$ cat config.mk
export PLATFORM = sky130hd
export DESIGN_NAME = opb_master_arb_flat
export DESIGN_NICKNAME = d
export VERILOG_FILES = /design/src/rtl/opb_master_arb_if.sv /design/src/rtl/opb_master_arb.sv /design/src/flat_wrapper.sv
export SDC_FILE = /design/constraint.sdc
export NUM_CORES = 1
export LEC_CHECK = 0
export CORE_ASPECT_RATIO = 0.75
export CORE_MARGIN = 2
export CORE_UTILIZATION = 45
export DETAILED_ROUTE_END_ITERATION = 8
export HOLD_SLACK_MARGIN = 0.06
export PLACE_DENSITY = 0.79
export SLEW_MARGIN = 25
export SYNTH_ARGS = -nofsm -noshare
export SYNTH_HDL_FRONTEND = slang
export SYNTH_SLANG_ARGS = --single-unit
$ cat constraint.sdc
create_clock -name opb_clk_i -period 2.1 [get_ports opb_clk_i]
set_input_delay 0.315 -clock opb_clk_i [delete_from_list [all_inputs] [get_ports opb_clk_i]]
set_output_delay 0.315 -clock opb_clk_i [all_outputs]
set_load 0.005 [all_outputs]
$ cat src/rtl/opb_master_arb_if.sv
// rtl/opb_master_arb_if.sv - requester and OPB master signal bundle for opb_master_arb
interface opb_master_arb_if;
  logic        req0_re;
  logic        req0_we;
  logic [31:0] req0_addr;
  logic [31:0] req0_do;
  logic        req0_busy;
  logic        req0_done;
  logic [31:0] req0_di;
  logic        req0_err;

  logic        req1_re;
  logic        req1_we;
  logic [31:0] req1_addr;
  logic [31:0] req1_do;
  logic        req1_busy;
  logic        req1_done;
  logic [31:0] req1_di;
  logic        req1_err;

  logic [31:0] m_opb_addr;
  logic [31:0] m_opb_do;
  logic        m_opb_re;
  logic        m_opb_we;
  logic [31:0] m_opb_di;
  logic        m_opb_xferack;

  // arbiter side
  modport master (
    input  req0_re, req0_we, req0_addr, req0_do,
    output req0_busy, req0_done, req0_di, req0_err,
    input  req1_re, req1_we, req1_addr, req1_do,
    output req1_busy, req1_done, req1_di, req1_err,
    output m_opb_addr, m_opb_do, m_opb_re, m_opb_we,
    input  m_opb_di, m_opb_xferack
  );

  // requesters plus OPB slave side
  modport slave (
    output req0_re, req0_we, req0_addr, req0_do,
    input  req0_busy, req0_done, req0_di, req0_err,
    output req1_re, req1_we, req1_addr, req1_do,
    input  req1_busy, req1_done, req1_di, req1_err,
    input  m_opb_addr, m_opb_do, m_opb_re, m_opb_we,
    output m_opb_di, m_opb_xferack
  );
endinterface

$ cat src/rtl/opb_master_arb.sv
// rtl/opb_master_arb.sv - two-port round-robin OPB master arbiter; optional ack timeout via OPB_ARB_TIMEOUT_EN
module opb_master_arb #(
  parameter logic [15:0] TIMEOUT_CYCLES = 16'd1024,
  parameter logic [31:0] ERR_DATA       = 32'hDEAD_BEEF
) (
  input  logic               opb_clk_i,
  input  logic               opb_rst_i,
  opb_master_arb_if.master   bus
);

  typedef enum logic [1:0] {IDLE, XFER, RESP} state_t;

  state_t           state_q;
  logic [1:0]       pend_q;
  logic [1:0]       wr_q;
  logic [1:0][31:0] addr_q;
  logic [1:0][31:0] data_q;
  logic             last_q;
  logic             gnt_q;
  logic [31:0]      m_addr_q;
  logic [31:0]      m_do_q;
  logic             m_re_q;
  logic             m_we_q;
  logic [1:0]       done_q;
  logic [1:0]       err_q;
  logic [1:0][31:0] di_q;

  logic [1:0]       req_stb;
  logic [1:0]       req_we;
  logic [1:0][31:0] req_addr;
  logic [1:0][31:0] req_do;
  logic             gnt_d;
  logic             xfer_timeout;

  assign req_stb     = {bus.req1_re | bus.req1_we, bus.req0_re | bus.req0_we};
  assign req_we      = {bus.req1_we, bus.req0_we};
  assign req_addr[0] = bus.req0_addr;
  assign req_addr[1] = bus.req1_addr;
  assign req_do[0]   = bus.req0_do;
  assign req_do[1]   = bus.req1_do;

  // Round-robin pick: on a tie the port not served last wins
  always_comb begin
    gnt_d = 1'b0;
    if (pend_q == 2'b11) begin
      gnt_d = ~last_q;
    end else if (pend_q[1]) begin
      gnt_d = 1'b1;
    end
  end

`ifdef OPB_ARB_TIMEOUT_EN
  logic [15:0] cnt_q;

  assign xfer_timeout = (state_q == XFER) && (cnt_q == TIMEOUT_CYCLES - 16'd1);

  // Cycles spent in XFER; held at zero elsewhere so it restarts on each entry
  always_ff @(posedge opb_clk_i) begin
    if (opb_rst_i || state_q != XFER) begin
      cnt_q <= 16'd0;
    end else begin
      cnt_q <= cnt_q + 16'd1;
    end
  end
`else
  // No timeout in this build: XFER waits for ack indefinitely
  logic unused_timeout_cfg;
  assign unused_timeout_cfg = ^TIMEOUT_CYCLES;
  assign xfer_timeout       = 1'b0;
`endif

  // Request capture: a strobe is latched only when its port has nothing pending
  always_ff @(posedge opb_clk_i) begin
    if (opb_rst_i) begin
      pend_q <= '0;
      wr_q   <= '0;
      addr_q <= '0;
      data_q <= '0;
    end else begin
      for (int n = 0; n < 2; n++) begin
        if (state_q == RESP && gnt_q == n[0]) begin
          pend_q[n] <= 1'b0;
        end else if (req_stb[n] && !pend_q[n]) begin
          pend_q[n] <= 1'b1;
          wr_q[n]   <= req_we[n];
          addr_q[n] <= req_addr[n];
          data_q[n] <= req_do[n];
        end
      end
    end
  end

  // Grant / transfer / respond sequencer with registered bus and response outputs
  always_ff @(posedge opb_clk_i) begin
    if (opb_rst_i) begin
      state_q  <= IDLE;
      last_q   <= 1'b1;
      gnt_q    <= 1'b0;
      m_addr_q <= '0;
      m_do_q   <= '0;
      m_re_q   <= 1'b0;
      m_we_q   <= 1'b0;
      done_q   <= '0;
      err_q    <= '0;
      di_q     <= '0;
    end else begin
      done_q <= '0;
      case (state_q)
        IDLE: begin
          if (|pend_q) begin
            gnt_q    <= gnt_d;
            m_addr_q <= addr_q[gnt_d];
            m_do_q   <= data_q[gnt_d];
            m_we_q   <= wr_q[gnt_d];
            m_re_q   <= ~wr_q[gnt_d];
            state_q  <= XFER;
          end
        end
        XFER: begin
          // An ack in the timeout cycle still counts as a clean completion
          if (bus.m_opb_xferack || xfer_timeout) begin
            m_re_q        <= 1'b0;
            m_we_q        <= 1'b0;
            done_q[gnt_q] <= 1'b1;
            err_q[gnt_q]  <= ~bus.m_opb_xferack;
            di_q[gnt_q]   <= wr_q[gnt_q] ? 32'h0 :
                             (bus.m_opb_xferack ? bus.m_opb_di : ERR_DATA);
            state_q       <= RESP;
          end
        end
        RESP: begin
          m_addr_q <= '0;
          m_do_q   <= '0;
          last_q   <= gnt_q;
          state_q  <= IDLE;
        end
        default: state_q <= IDLE;
      endcase
    end
  end

  assign bus.req0_busy  = pend_q[0];
  assign bus.req1_busy  = pend_q[1];
  assign bus.req0_done  = done_q[0];
  assign bus.req1_done  = done_q[1];
  assign bus.req0_di    = di_q[0];
  assign bus.req1_di    = di_q[1];
  assign bus.req0_err   = err_q[0];
  assign bus.req1_err   = err_q[1];
  assign bus.m_opb_addr = m_addr_q;
  assign bus.m_opb_do   = m_do_q;
  assign bus.m_opb_re   = m_re_q;
  assign bus.m_opb_we   = m_we_q;

endmodule

$ cat src/flat_wrapper.sv
// flat-port wrapper written by rule: the top's interface ports become plain ports
module opb_master_arb_flat 
#(
  parameter logic [15:0] TIMEOUT_CYCLES = 16'd1024,
  parameter logic [31:0] ERR_DATA       = 32'hDEAD_BEEF
)
  (opb_clk_i, opb_rst_i, bus_req0_re, bus_req0_we, bus_req0_addr, bus_req0_do, bus_req0_busy, bus_req0_done, bus_req0_di, bus_req0_err, bus_req1_re, bus_req1_we, bus_req1_addr, bus_req1_do, bus_req1_busy, bus_req1_done, bus_req1_di, bus_req1_err, bus_m_opb_addr, bus_m_opb_do, bus_m_opb_re, bus_m_opb_we, bus_m_opb_di, bus_m_opb_xferack);
  opb_master_arb_if bus_i ();
  input  logic opb_clk_i;
  input  logic opb_rst_i;
  input wire logic [$bits(bus_i.req0_re)-1:0] bus_req0_re;
  input wire logic [$bits(bus_i.req0_we)-1:0] bus_req0_we;
  input wire logic [$bits(bus_i.req0_addr)-1:0] bus_req0_addr;
  input wire logic [$bits(bus_i.req0_do)-1:0] bus_req0_do;
  output wire logic [$bits(bus_i.req0_busy)-1:0] bus_req0_busy;
  output wire logic [$bits(bus_i.req0_done)-1:0] bus_req0_done;
  output wire logic [$bits(bus_i.req0_di)-1:0] bus_req0_di;
  output wire logic [$bits(bus_i.req0_err)-1:0] bus_req0_err;
  input wire logic [$bits(bus_i.req1_re)-1:0] bus_req1_re;
  input wire logic [$bits(bus_i.req1_we)-1:0] bus_req1_we;
  input wire logic [$bits(bus_i.req1_addr)-1:0] bus_req1_addr;
  input wire logic [$bits(bus_i.req1_do)-1:0] bus_req1_do;
  output wire logic [$bits(bus_i.req1_busy)-1:0] bus_req1_busy;
  output wire logic [$bits(bus_i.req1_done)-1:0] bus_req1_done;
  output wire logic [$bits(bus_i.req1_di)-1:0] bus_req1_di;
  output wire logic [$bits(bus_i.req1_err)-1:0] bus_req1_err;
  output wire logic [$bits(bus_i.m_opb_addr)-1:0] bus_m_opb_addr;
  output wire logic [$bits(bus_i.m_opb_do)-1:0] bus_m_opb_do;
  output wire logic [$bits(bus_i.m_opb_re)-1:0] bus_m_opb_re;
  output wire logic [$bits(bus_i.m_opb_we)-1:0] bus_m_opb_we;
  input wire logic [$bits(bus_i.m_opb_di)-1:0] bus_m_opb_di;
  input wire logic [$bits(bus_i.m_opb_xferack)-1:0] bus_m_opb_xferack;
  assign bus_i.req0_re = bus_req0_re;
  assign bus_i.req0_we = bus_req0_we;
  assign bus_i.req0_addr = bus_req0_addr;
  assign bus_i.req0_do = bus_req0_do;
  assign bus_req0_busy = bus_i.req0_busy;
  assign bus_req0_done = bus_i.req0_done;
  assign bus_req0_di = bus_i.req0_di;
  assign bus_req0_err = bus_i.req0_err;
  assign bus_i.req1_re = bus_req1_re;
  assign bus_i.req1_we = bus_req1_we;
  assign bus_i.req1_addr = bus_req1_addr;
  assign bus_i.req1_do = bus_req1_do;
  assign bus_req1_busy = bus_i.req1_busy;
  assign bus_req1_done = bus_i.req1_done;
  assign bus_req1_di = bus_i.req1_di;
  assign bus_req1_err = bus_i.req1_err;
  assign bus_m_opb_addr = bus_i.m_opb_addr;
  assign bus_m_opb_do = bus_i.m_opb_do;
  assign bus_m_opb_re = bus_i.m_opb_re;
  assign bus_m_opb_we = bus_i.m_opb_we;
  assign bus_i.m_opb_di = bus_m_opb_di;
  assign bus_i.m_opb_xferack = bus_m_opb_xferack;
  opb_master_arb #(.TIMEOUT_CYCLES(TIMEOUT_CYCLES), .ERR_DATA(ERR_DATA)) u_core (.opb_clk_i(opb_clk_i), .opb_rst_i(opb_rst_i), .bus(bus_i));
endmodule
==> metrics.cfg <==
[finish]
fillerInstances = 1791
nets = 1598
diodes = 0
final_layout_size_suffix_gt1_share_pct = 5.24
regArea_um2 = 5410
multiInputGateArea_um2 = 4110
area_growth_pct = 41.6
final_cells = 1745

[floorplan]
start_util_pct = 45.6
coreArea_um2 = 21900
ioPinCount = 303
die_w_um = 176
dieArea_um2 = 23500
fp.dieH_um = 133
rows = 47

[power_and_ir_drop]
power_w = 0.0119
ir_worst_vdd_mv = 0.553
power_density_nw_per_um2 = 839
p_leak_nw = 5.16

[timing]
hold_viol_final = 0
slew-limit-headroom_pct = 35.9
drv_slew = 0
finClkSkew_ns = 0.0113
holdWs_ns = 0.215
worstMarginPinSlew_ns = 0.961
rsz0062_at_grt = no
tns_ns = 0
setup_slack_ns = 0.212
fmax_mhz = 530
setup_viol = 0
fin_crit_sh_pct = 89.9
min_period_ns = 1.89

[global_routing]
grt_pass1_wl_mm = 45.4
grt_pass1_vias = 8783
overflow = 0
grt_start_max_net_pins = 206
antenna_found_initial = 0
track_usage_pct = 23.7

[place]
hpwlAfterDp_mm = 17.8
port_buffers = 302
place_ws_ns = 0.168
placed_cells = 1696
place_congestion = 0.817

[worst_setup_path]
crit_fanout = 7
crit_required_ns = 1.78
crit_type = flop to primary output
worstPathArrival_ns = 1.57
end_kind = primary output
cp-start-kind = flop

[synth]
netlist_top_cells_area = dfxtp_1, nand2_1, a21oi_1, mux2i_1, o2bb2ai_1
ys.flop_type = dfxtp_1
syn-cell-area_um2 = 10000
synthTopCellsByCount = nand2_1, dfxtp_1, a21oi_1
yosys.cell_count.top_type = nand2_1
synth_edf_count = 0
syn_avg_cell_area_um2 = 8.55
netlist_instances = 1170
async_flop_share_pct = 0
yosysWarnings = 0
ys_seq_area_share_pct = 54.0
syn-num-nets = 1337
ys_ff_latch = 270
yosysTopAreaCell = dfxtp_1
synth_top_area_share_pct = 54.0
ys_types = 32

[hold_path]
worstHoldPathType = primary input to flop

[clocking]
cts_tree = yes
cts_resized = 0
clock-sinks = 270
clk_pin_slew_worst_paths_ns = 0.06
htree_levels = 1
post-cts-setup-buffers = 0
cts_buffers = 27
holdBufCountCts = 0
insertion_delay_ns = 0.53
cts-root-buf = clkbuf_16
clk_path_buf_depth = 3

[flow_run]
max_cap_violations = 0

[routing]
vias = 9060
first_pass_iters = 5
first_iter_violations = 623
wirelength_mm = 28.7
drt-wirelength-per-cell_um = 16.4
ant_nets = 0
routed_via_density = 5.19
drc = 0

[status]
status = complete, no violations

==> routing by layer <==
metal / vias to the layer above / wire (µm) / track usage [%]
met3: 36 / 2140 / 4.94
li1: 4442 / - / -
met1: 4269 / 12800 / 32.4
met5: - / 0 / 0
met4: 0 / 486 / 4.91
met2: 313 / 13300 / 39.0
==> per-stage QoR <==
step,util [%],cell area (µm²)
6_report,64.6,14200
5_1_grt,64.6,14200
4_1_cts,64.6,14200
3_5_place_dp,60.7,13300
3_3_place_gp,60.7,13300
2_1_floorplan,-,10000
==> layout by cell type, fill, tap and decap left out, drive strengths merged, types with 2 or more instances in the layout <==
cell type / instances
nand3: 3
a21oi: 221
nand2: 373
dfxtp: 270
inv: 28
clkinv: 3
mux2i: 66
nand4: 14
o2bb2ai: 64
clkdlybuf4s50: 301
nor3b: 4
nor2: 13
buf: 25
nand2b: 3
clkbuf: 43
nor2b: 2
nor3: 6
==> final timing paths <==
path	startpoint	end	slack [ns]	cells past startpoint
worst max-delay path	u_core.pend_q[1]	bus_req1_busy	0.21	2
worst min-delay path	opb_rst_i	u_core.bus.m_opb_addr[15]	0.22	3
worst max register to register	u_core.gnt_q	u_core.data_q[3]	0.30	5
worst min register to register	u_core.addr_q[29]	u_core.addr_q[29]	0.45	2
==> final cells by class <==
cell class / count / area share [%]
sequential: 270 / 38.1
multi-input combinational: 780 / 29.0
clock inverter: 6 / 0.442
timing repair buffer: 326 / 23.5
clock buffer: 43 / 5.62
tap: 294 / 2.60
inverter: 26 / 0.689
==> power by group <==
group	leakage (nW)	internal [W]	switching [W]
sequential	2.21	0.00541	0.000162
clock	0.423	0.00272	0.00197
combinational	2.53	0.000813	0.000825
total	5.16	0.00894	0.00295
==> registers in the layout (all words and copies together), names as in the netlist, 2 cells and up <==
signal and flops:
u_core.addr_q 64, u_core.wr_q 2, u_core.err_q 2, u_core.bus.req1_di 32, u_core.done_q 2, u_core.bus.req0_di 32
u_core.bus.m_opb_addr 32, u_core.pend_q 2, u_core.bus.m_opb_do 32, u_core.data_q 64, u_core.state_q 2
==> logic make-up after synthesis <==
logic type / after synthesis / share of synthesized area (%)
AOI/OAI and AO/OA: 292 / 17.2
and+or+nand+nor: 421 / 16.8
buffers and inverters: 120 / 5.29
muxes: 67 / 6.71
DFF: 270 / 54.0
==> critical path, cell delays in order (launching register included) <==
cell and delay (ns):
dfxtp_1 0.34, buf_4 0.17, clkdlybuf4s50_1 0.54
Power figures use the tool's default switching activity.
